File: src/rtl/seg_scan_if.sv
// Pin bundle between the application value registers and the 7-segment scan driver.
// The master side owns the display values; the slave side drives the board pins.
interface seg_scan_if #(
    parameter int DIGITS = 8
);
    logic                  load;
    logic [4*DIGITS-1:0]   disp_data;
    logic [DIGITS-1:0]     dot_en;
    logic [DIGITS-1:0]     blink_en;
    logic                  lz_en;
    logic [3:0]            bright;
    logic [7:0]            seg;
    logic [DIGITS-1:0]     sel;
    logic                  frame_done;

    modport master (
        output load, disp_data, dot_en, blink_en, lz_en, bright,
        input  seg, sel, frame_done
    );

    modport slave (
        input  load, disp_data, dot_en, blink_en, lz_en, bright,
        output seg, sel, frame_done
    );
endinterface

File: src/rtl/seg_scan_drv.sv
// Multi-digit 7-segment scan driver: double-buffered values, frame-synchronous swap,
// inter-digit blanking, leading-zero suppression, per-digit blink and 16-level PWM.
module seg_scan_drv #(
    parameter int CLK_FREQ       = 50_000_000,
    parameter int DIGITS         = 8,
    parameter int DIGIT_TIME_US  = 1000,
    parameter int BLANK_US       = 20,
    parameter int BLINK_HZ       = 2,
    parameter bit SEG_ACTIVE_LOW = 1'b1,
    parameter bit SEL_ACTIVE_LOW = 1'b1
) (
    input  logic       sys_clk,
    input  logic       rst_n,
    seg_scan_if.slave  bus
);
    localparam int SLOT   = CLK_FREQ / 1_000_000 * DIGIT_TIME_US;
    localparam int BLANK  = CLK_FREQ / 1_000_000 * BLANK_US;
    localparam int HB     = CLK_FREQ / (2 * BLINK_HZ);
    localparam int SLOT_W = (SLOT > 1) ? $clog2(SLOT) : 1;
    localparam int HB_W   = (HB > 1) ? $clog2(HB) : 1;
    localparam int IDX_W  = (DIGITS > 1) ? $clog2(DIGITS) : 1;

    localparam logic [0:0] ST_BLANK = 1'b0;
    localparam logic [0:0] ST_SHOW  = 1'b1;

    logic [0:0]          state;
    logic [IDX_W-1:0]    idx;
    logic [SLOT_W-1:0]   slot_cnt;
    logic [3:0]          pwm_cnt;
    logic [HB_W-1:0]     blink_cnt;
    logic                blink_phase;

    logic [4*DIGITS-1:0] act_data;
    logic [DIGITS-1:0]   act_dot;
    logic [DIGITS-1:0]   act_blink;
    logic [4*DIGITS-1:0] sh_data;
    logic [DIGITS-1:0]   sh_dot;
    logic [DIGITS-1:0]   sh_blink;
    logic                pending;

    logic [7:0]          seg_p1;
    logic [DIGITS-1:0]   sel_p1;
    logic                frame_done_p1;

    logic                slot_end;
    logic                frame_end;
    logic [DIGITS-1:0]   lz_blank;
    logic                lz_run;
    logic [3:0]          cur_nib;
    logic [7:0]          seg_on;
    logic [DIGITS-1:0]   sel_on;

    function automatic logic [6:0] seg7(input logic [3:0] nib);
        logic [6:0] g;
        case (nib)
            4'h0: g = 7'h3F;
            4'h1: g = 7'h06;
            4'h2: g = 7'h5B;
            4'h3: g = 7'h4F;
            4'h4: g = 7'h66;
            4'h5: g = 7'h6D;
            4'h6: g = 7'h7D;
            4'h7: g = 7'h07;
            4'h8: g = 7'h7F;
            4'h9: g = 7'h6F;
            4'hA: g = 7'h77;
            4'hB: g = 7'h7C;
            4'hC: g = 7'h39;
            4'hD: g = 7'h5E;
            4'hE: g = 7'h79;
            default: g = 7'h71;
        endcase
        return g;
    endfunction

    function automatic logic [7:0] seg_pol(input logic [7:0] s);
        return SEG_ACTIVE_LOW ? ~s : s;
    endfunction

    function automatic logic [DIGITS-1:0] sel_pol(input logic [DIGITS-1:0] s);
        return SEL_ACTIVE_LOW ? ~s : s;
    endfunction

    assign slot_end  = (slot_cnt == SLOT_W'(SLOT - 1));
    assign frame_end = slot_end && (idx == IDX_W'(DIGITS - 1));
    assign cur_nib   = act_data[idx*4 +: 4];

    // Suppression runs from the top digit down and stops at the first visible content.
    always_comb begin
        lz_blank = '0;
        lz_run   = bus.lz_en;
        for (int i = DIGITS - 1; i >= 1; i--) begin
            lz_run      = lz_run && (act_data[4*i +: 4] == 4'h0) && !act_dot[i];
            lz_blank[i] = lz_run;
        end
    end

    always_comb begin
        seg_on = '0;
        sel_on = '0;
        if (state == ST_SHOW) begin
            if (!lz_blank[idx] && !(blink_phase && act_blink[idx]))
                seg_on = {act_dot[idx], seg7(cur_nib)};
            if (pwm_cnt <= bus.bright)
                sel_on[idx] = 1'b1;
        end
    end

    // Stage p0: scan sequencing, blink timebase and display buffers
    always_ff @(posedge sys_clk) begin
        if (!rst_n) begin
            state       <= ST_BLANK;
            idx         <= '0;
            slot_cnt    <= '0;
            pwm_cnt     <= '0;
            blink_cnt   <= '0;
            blink_phase <= 1'b0;
            act_data    <= '0;
            act_dot     <= '0;
            act_blink   <= '0;
            sh_data     <= '0;
            sh_dot      <= '0;
            sh_blink    <= '0;
            pending     <= 1'b0;
        end else begin
            if (slot_end) begin
                slot_cnt <= '0;
                state    <= ST_BLANK;
                idx      <= (idx == IDX_W'(DIGITS - 1)) ? '0 : idx + IDX_W'(1);
            end else begin
                slot_cnt <= slot_cnt + SLOT_W'(1);
                if (state == ST_BLANK && slot_cnt == SLOT_W'(BLANK - 1)) begin
                    state   <= ST_SHOW;
                    pwm_cnt <= '0;
                end else if (state == ST_SHOW) begin
                    pwm_cnt <= pwm_cnt + 4'd1;
                end
            end

            if (blink_cnt == HB_W'(HB - 1)) begin
                blink_cnt   <= '0;
                blink_phase <= ~blink_phase;
            end else begin
                blink_cnt <= blink_cnt + HB_W'(1);
            end

            if (frame_end && pending) begin
                act_data  <= sh_data;
                act_dot   <= sh_dot;
                act_blink <= sh_blink;
                pending   <= 1'b0;
            end
            // A load in the swap cycle lands in the shadow and waits for the next frame.
            if (bus.load) begin
                sh_data  <= bus.disp_data;
                sh_dot   <= bus.dot_en;
                sh_blink <= bus.blink_en;
                pending  <= 1'b1;
            end
        end
    end

    // Stage p1: registered pins
    always_ff @(posedge sys_clk) begin
        if (!rst_n) begin
            seg_p1        <= seg_pol(8'h00);
            sel_p1        <= sel_pol('0);
            frame_done_p1 <= 1'b0;
        end else begin
            seg_p1        <= seg_pol(seg_on);
            sel_p1        <= sel_pol(sel_on);
            frame_done_p1 <= frame_end;
        end
    end

    assign bus.seg        = seg_p1;
    assign bus.sel        = sel_p1;
    assign bus.frame_done = frame_done_p1;
endmodule

File: src/flat_wrapper.sv
// flat-port wrapper written by rule: the top's interface ports become plain ports
module seg_scan_drv_flat 
#(
    parameter int CLK_FREQ       = 50_000_000,
    parameter int DIGITS         = 8,
    parameter int DIGIT_TIME_US  = 1000,
    parameter int BLANK_US       = 20,
    parameter int BLINK_HZ       = 2,
    parameter bit SEG_ACTIVE_LOW = 1'b1,
    parameter bit SEL_ACTIVE_LOW = 1'b1
)
  (sys_clk, rst_n, bus_load, bus_disp_data, bus_dot_en, bus_blink_en, bus_lz_en, bus_bright, bus_seg, bus_sel, bus_frame_done);
  seg_scan_if #(.DIGITS(DIGITS)) bus_i ();
  input  logic sys_clk;
  input  logic rst_n;
  input wire logic [$bits(bus_i.load)-1:0] bus_load;
  input wire logic [$bits(bus_i.disp_data)-1:0] bus_disp_data;
  input wire logic [$bits(bus_i.dot_en)-1:0] bus_dot_en;
  input wire logic [$bits(bus_i.blink_en)-1:0] bus_blink_en;
  input wire logic [$bits(bus_i.lz_en)-1:0] bus_lz_en;
  input wire logic [$bits(bus_i.bright)-1:0] bus_bright;
  output wire logic [$bits(bus_i.seg)-1:0] bus_seg;
  output wire logic [$bits(bus_i.sel)-1:0] bus_sel;
  output wire logic [$bits(bus_i.frame_done)-1:0] bus_frame_done;
  assign bus_i.load = bus_load;
  assign bus_i.disp_data = bus_disp_data;
  assign bus_i.dot_en = bus_dot_en;
  assign bus_i.blink_en = bus_blink_en;
  assign bus_i.lz_en = bus_lz_en;
  assign bus_i.bright = bus_bright;
  assign bus_seg = bus_i.seg;
  assign bus_sel = bus_i.sel;
  assign bus_frame_done = bus_i.frame_done;
  seg_scan_drv #(.CLK_FREQ(CLK_FREQ), .DIGITS(DIGITS), .DIGIT_TIME_US(DIGIT_TIME_US), .BLANK_US(BLANK_US), .BLINK_HZ(BLINK_HZ), .SEG_ACTIVE_LOW(SEG_ACTIVE_LOW), .SEL_ACTIVE_LOW(SEL_ACTIVE_LOW)) u_core (.sys_clk(sys_clk), .rst_n(rst_n), .bus(bus_i));
endmodule
File: config.mk
export PLATFORM = sky130hd
export DESIGN_NAME = seg_scan_drv_flat
export DESIGN_NICKNAME = d
export VERILOG_FILES = /design/src/rtl/seg_scan_if.sv /design/src/rtl/seg_scan_drv.sv /design/src/flat_wrapper.sv
export SDC_FILE = /design/constraint.sdc
export NUM_CORES = 1
export LEC_CHECK = 0
export BUFFER_PORTS_ARGS = -buffer_cell sky130_fd_sc_hd__buf_4
export CAP_MARGIN = 0
export CORE_ASPECT_RATIO = 0.75
export CORE_UTILIZATION = 63
export CTS_CLUSTER_DIAMETER = 120
export DETAILED_ROUTE_END_ITERATION = 12
export GPL_ROUTABILITY_DRIVEN = 0
export GPL_TIMING_DRIVEN = 0
export HOLD_SLACK_MARGIN = 0.08
export MAX_ROUTING_LAYER = met4
export PLACE_DENSITY_LB_ADDON = 0.25
export SLEW_MARGIN = 0
export SYNTH_ARGS = -nofsm -noshare
export SYNTH_HDL_FRONTEND = slang
export SYNTH_SLANG_ARGS = --single-unit
File: constraint.sdc
create_clock -name sys_clk -period 4.5 [get_ports sys_clk]
set_input_delay 0.225 -clock sys_clk [delete_from_list [all_inputs] [get_ports sys_clk]]
set_output_delay 0.225 -clock sys_clk [all_outputs]
set_load 0.05 [all_outputs]
==> out/qor.csv <==
metric;value;unit
status;complete, no violations;
worstMarginPinSlew;0.9195;ns
period_minus_slack;3.098;ns
synth_area_leaders;dfxtp_1 46%, mux2i_1 8.4%, nand2_1 6.9%, nor2b_1 5.1%, a21boi_2 3.2%;
syn_inst;747;
dpl.hpwl;11.74;mm
arrival;3.37;ns
diodes;0;
core;10940;um2
chipWidth;124.3;um
area_delta_synth_final;23.38;%
start_util;64.57;%
num_rows;33;
synth-edff-count;0;
post-route-period-util;68.85;%
synth-async-reset-ratio;0;%
cts.path.max_buffers;2;
leakage;3.394;nW
die_y;93.72;um
cts_tree;yes;
grt_pass1_vias;5837;
ant_nets;0;
syn-mean-instance-area;9.459;um2
mostFrequentLayoutCells;163 x dfxtp_1, 130 x nand2_1, 73 x buf_4, 59 x mux2i_1, 58 x nor2b_1;
vias;5859;
syn_area;7066;um2
yosysTopAreaCell;dfxtp_1;
peakVddDrop;0.2921;mV
path_clk_slew;0.07;ns
start_kind;flip-flop;
ys_types;53;
synth.yosys.seq_area_share;46.18;%
grt_pass1_wl;27.90;mm
grt_max_degree;17;
max_cap_viol_count;0;
yosys_warnings;0;
worstSetupEndpointType;flip-flop;
finalPower;3.110;mW
critPathKind;reg -> reg;
max-slew-margin-rel;38.70;%
skew;0.007981;ns
gr-usage-met1;37.16;%
synth-seq-cells;163;
setup_viol;0;
drt_iter0_markers;505;
grt_use_met3;6.663;%
grt.busiest_layer;met2;
htree_num_levels;4;
synth_nets;817;
numCtsBuffers;17;
hold_class;in -> reg;
grt_usage;31.28;%
hold_viol;0;
cts_root_buf;clkbuf_16;
wire_per_inst;16.80;um
layout_commonest_cell;dfxtp_1;
final_util;79.67;%
finalWirelength;17.22;mm
clk_latency;0.42;ns
final_max_slew_viol_count;0;
grt_util_met2;52.53;%
dieArea;11650;um2
vias_per_cell;5.716;
rsz0062_at_grt;no;
overflow;0;
io_pins;73;
dr.pass1.iters;5;
drcViolationCount;0;
synthFlopType;dfxtp_1;
synth_top_area_share;46.18;%
worstPathRequired;4.77;ns
antenna_found_initial;0;
finalNonFillerCells;1025;
cts_sinks;163;
drive_gt1_share;16.72;%
cts_resized;0;
port_buffers;71;
p_per_area;356.7;nW/um2
setup_tns;0;ns
fmax;322.7;MHz
layout.nets;942;
worstPathMaxFanout;10;
dp.cells;958;
[cell families after synthesis]
| group | count (synthesis) | share of synthesized area, % |
|---|---|---|
| simple gates | 321 | 22.05 |
| mux | 69 | 11.23 |
| xor+xnor | 36 | 4.463 |
| fa+ha+maj | 14 | 2.479 |
| buf+inv | 53 | 3.435 |
| flops | 163 | 46.18 |
| compound gates | 91 | 10.16 |
[per-stage QoR]
step / hold WS [ns] / cell area (um2) / worst slack, ns
3_3_place_gp: 0.4308 / 7774 / 1.653
3_5_place_dp: 0.4472 / 7774 / 1.498
4_1_cts: 0.08267 / 8717 / 1.450
5_1_grt: 0.08933 / 8717 / 1.231
2_1_floorplan: 0.3944 / 7066 / 2.162
6_report: 0.08491 / 8717 / 1.402
[timing repair]
item                      4_1_cts  5_1_grt
setup buffers                   0        0
hold buffers                   35        0
hold endpoints to repair       35        0
[worst paths after layout]
path	start	to	slack [ns]	cells after the start
min reg2reg	u_core.slot_cnt[0]$_SDFF_PP0_	u_core.slot_cnt[0]$_SDFF_PP0_	0.46	1
max reg2reg	u_core.idx[1]$_SDFFE_PN0N_	u_core.bus.seg[0]$_SDFF_PN1_	1.40	8
max	u_core.idx[1]$_SDFFE_PN0N_	u_core.bus.seg[0]$_SDFF_PN1_	1.40	8
min	bus_disp_data[9]	u_core.sh_data[9]$_SDFFE_PN0P_	0.08	3
[final cells by class]
class                   count  area, um2
fillers                   679       2225
multi-input cells         531       3560
inverters                  13      48.80
repair buffers            106      883.3
plain buffers              40      193.9
clock inverters            13      150.1
clock buffers              19      442.9
flip-flops and latches    163       3263
well taps                 140      175.2
[sequential cells by signal, summed over array words and instances, names as in the netlist]
register	flops
u_core.sh_dot	8
u_core.blink_phase	1
u_core.sh_blink	8
u_core.slot_cnt	16
u_core.state	1
u_core.pwm_cnt	4
u_core.bus.frame_done	1
u_core.sh_data	32
u_core.blink_cnt	24
u_core.pending	1
u_core.act_data	32
u_core.bus.sel	8
u_core.act_blink	8
u_core.bus.seg	8
u_core.idx	3
u_core.act_dot	8
[cell usage after synthesis (3+ instances only)]
master and n:
a21boi_0 20, a21boi_1 9, a21boi_2 20, a21oi_1 11, a31oi_1 3, and2_1 4
and3_1 8, buf_1 6, buf_2 5, clkbuf_1 24, dfxtp_1 163, ha_1 14
inv_1 13, mux2i_1 59, mux4_2 8, nand2_1 130, nand3_1 21, nand3b_1 3
nand4_1 9, nor2_1 53, nor2b_1 58, nor3_1 12, nor4_1 4, o211ai_1 3
o21a_1 4, o21ai_0 9, o221ai_1 3, or3_1 3, xnor2_1 12, xor2_1 24
[worst max-delay path: stages, from the launching register on]
cell      delay, ns
dfxtp_1        0.37
clkbuf_1       0.48
buf_1          0.56
mux4_2         0.44
mux2i_1        0.33
inv_1          0.16
ha_1           0.27
o21ai_0        0.20
o21ai_0        0.14
[where the power goes]
group,internal (mW),switching (mW)
Sequential,1.47,0.0204
Combinational,0.100,0.0683
Clock,0.841,0.606
[layer usage]
metal / vias up / share of wire, %
li1: 2787 / -
met4: 0 / 2.4
met3: 36 / 6.5
met5: - / 0
met1: 2801 / 42
met2: 235 / 49
Note: power is estimated with default switching activity, not from simulation.
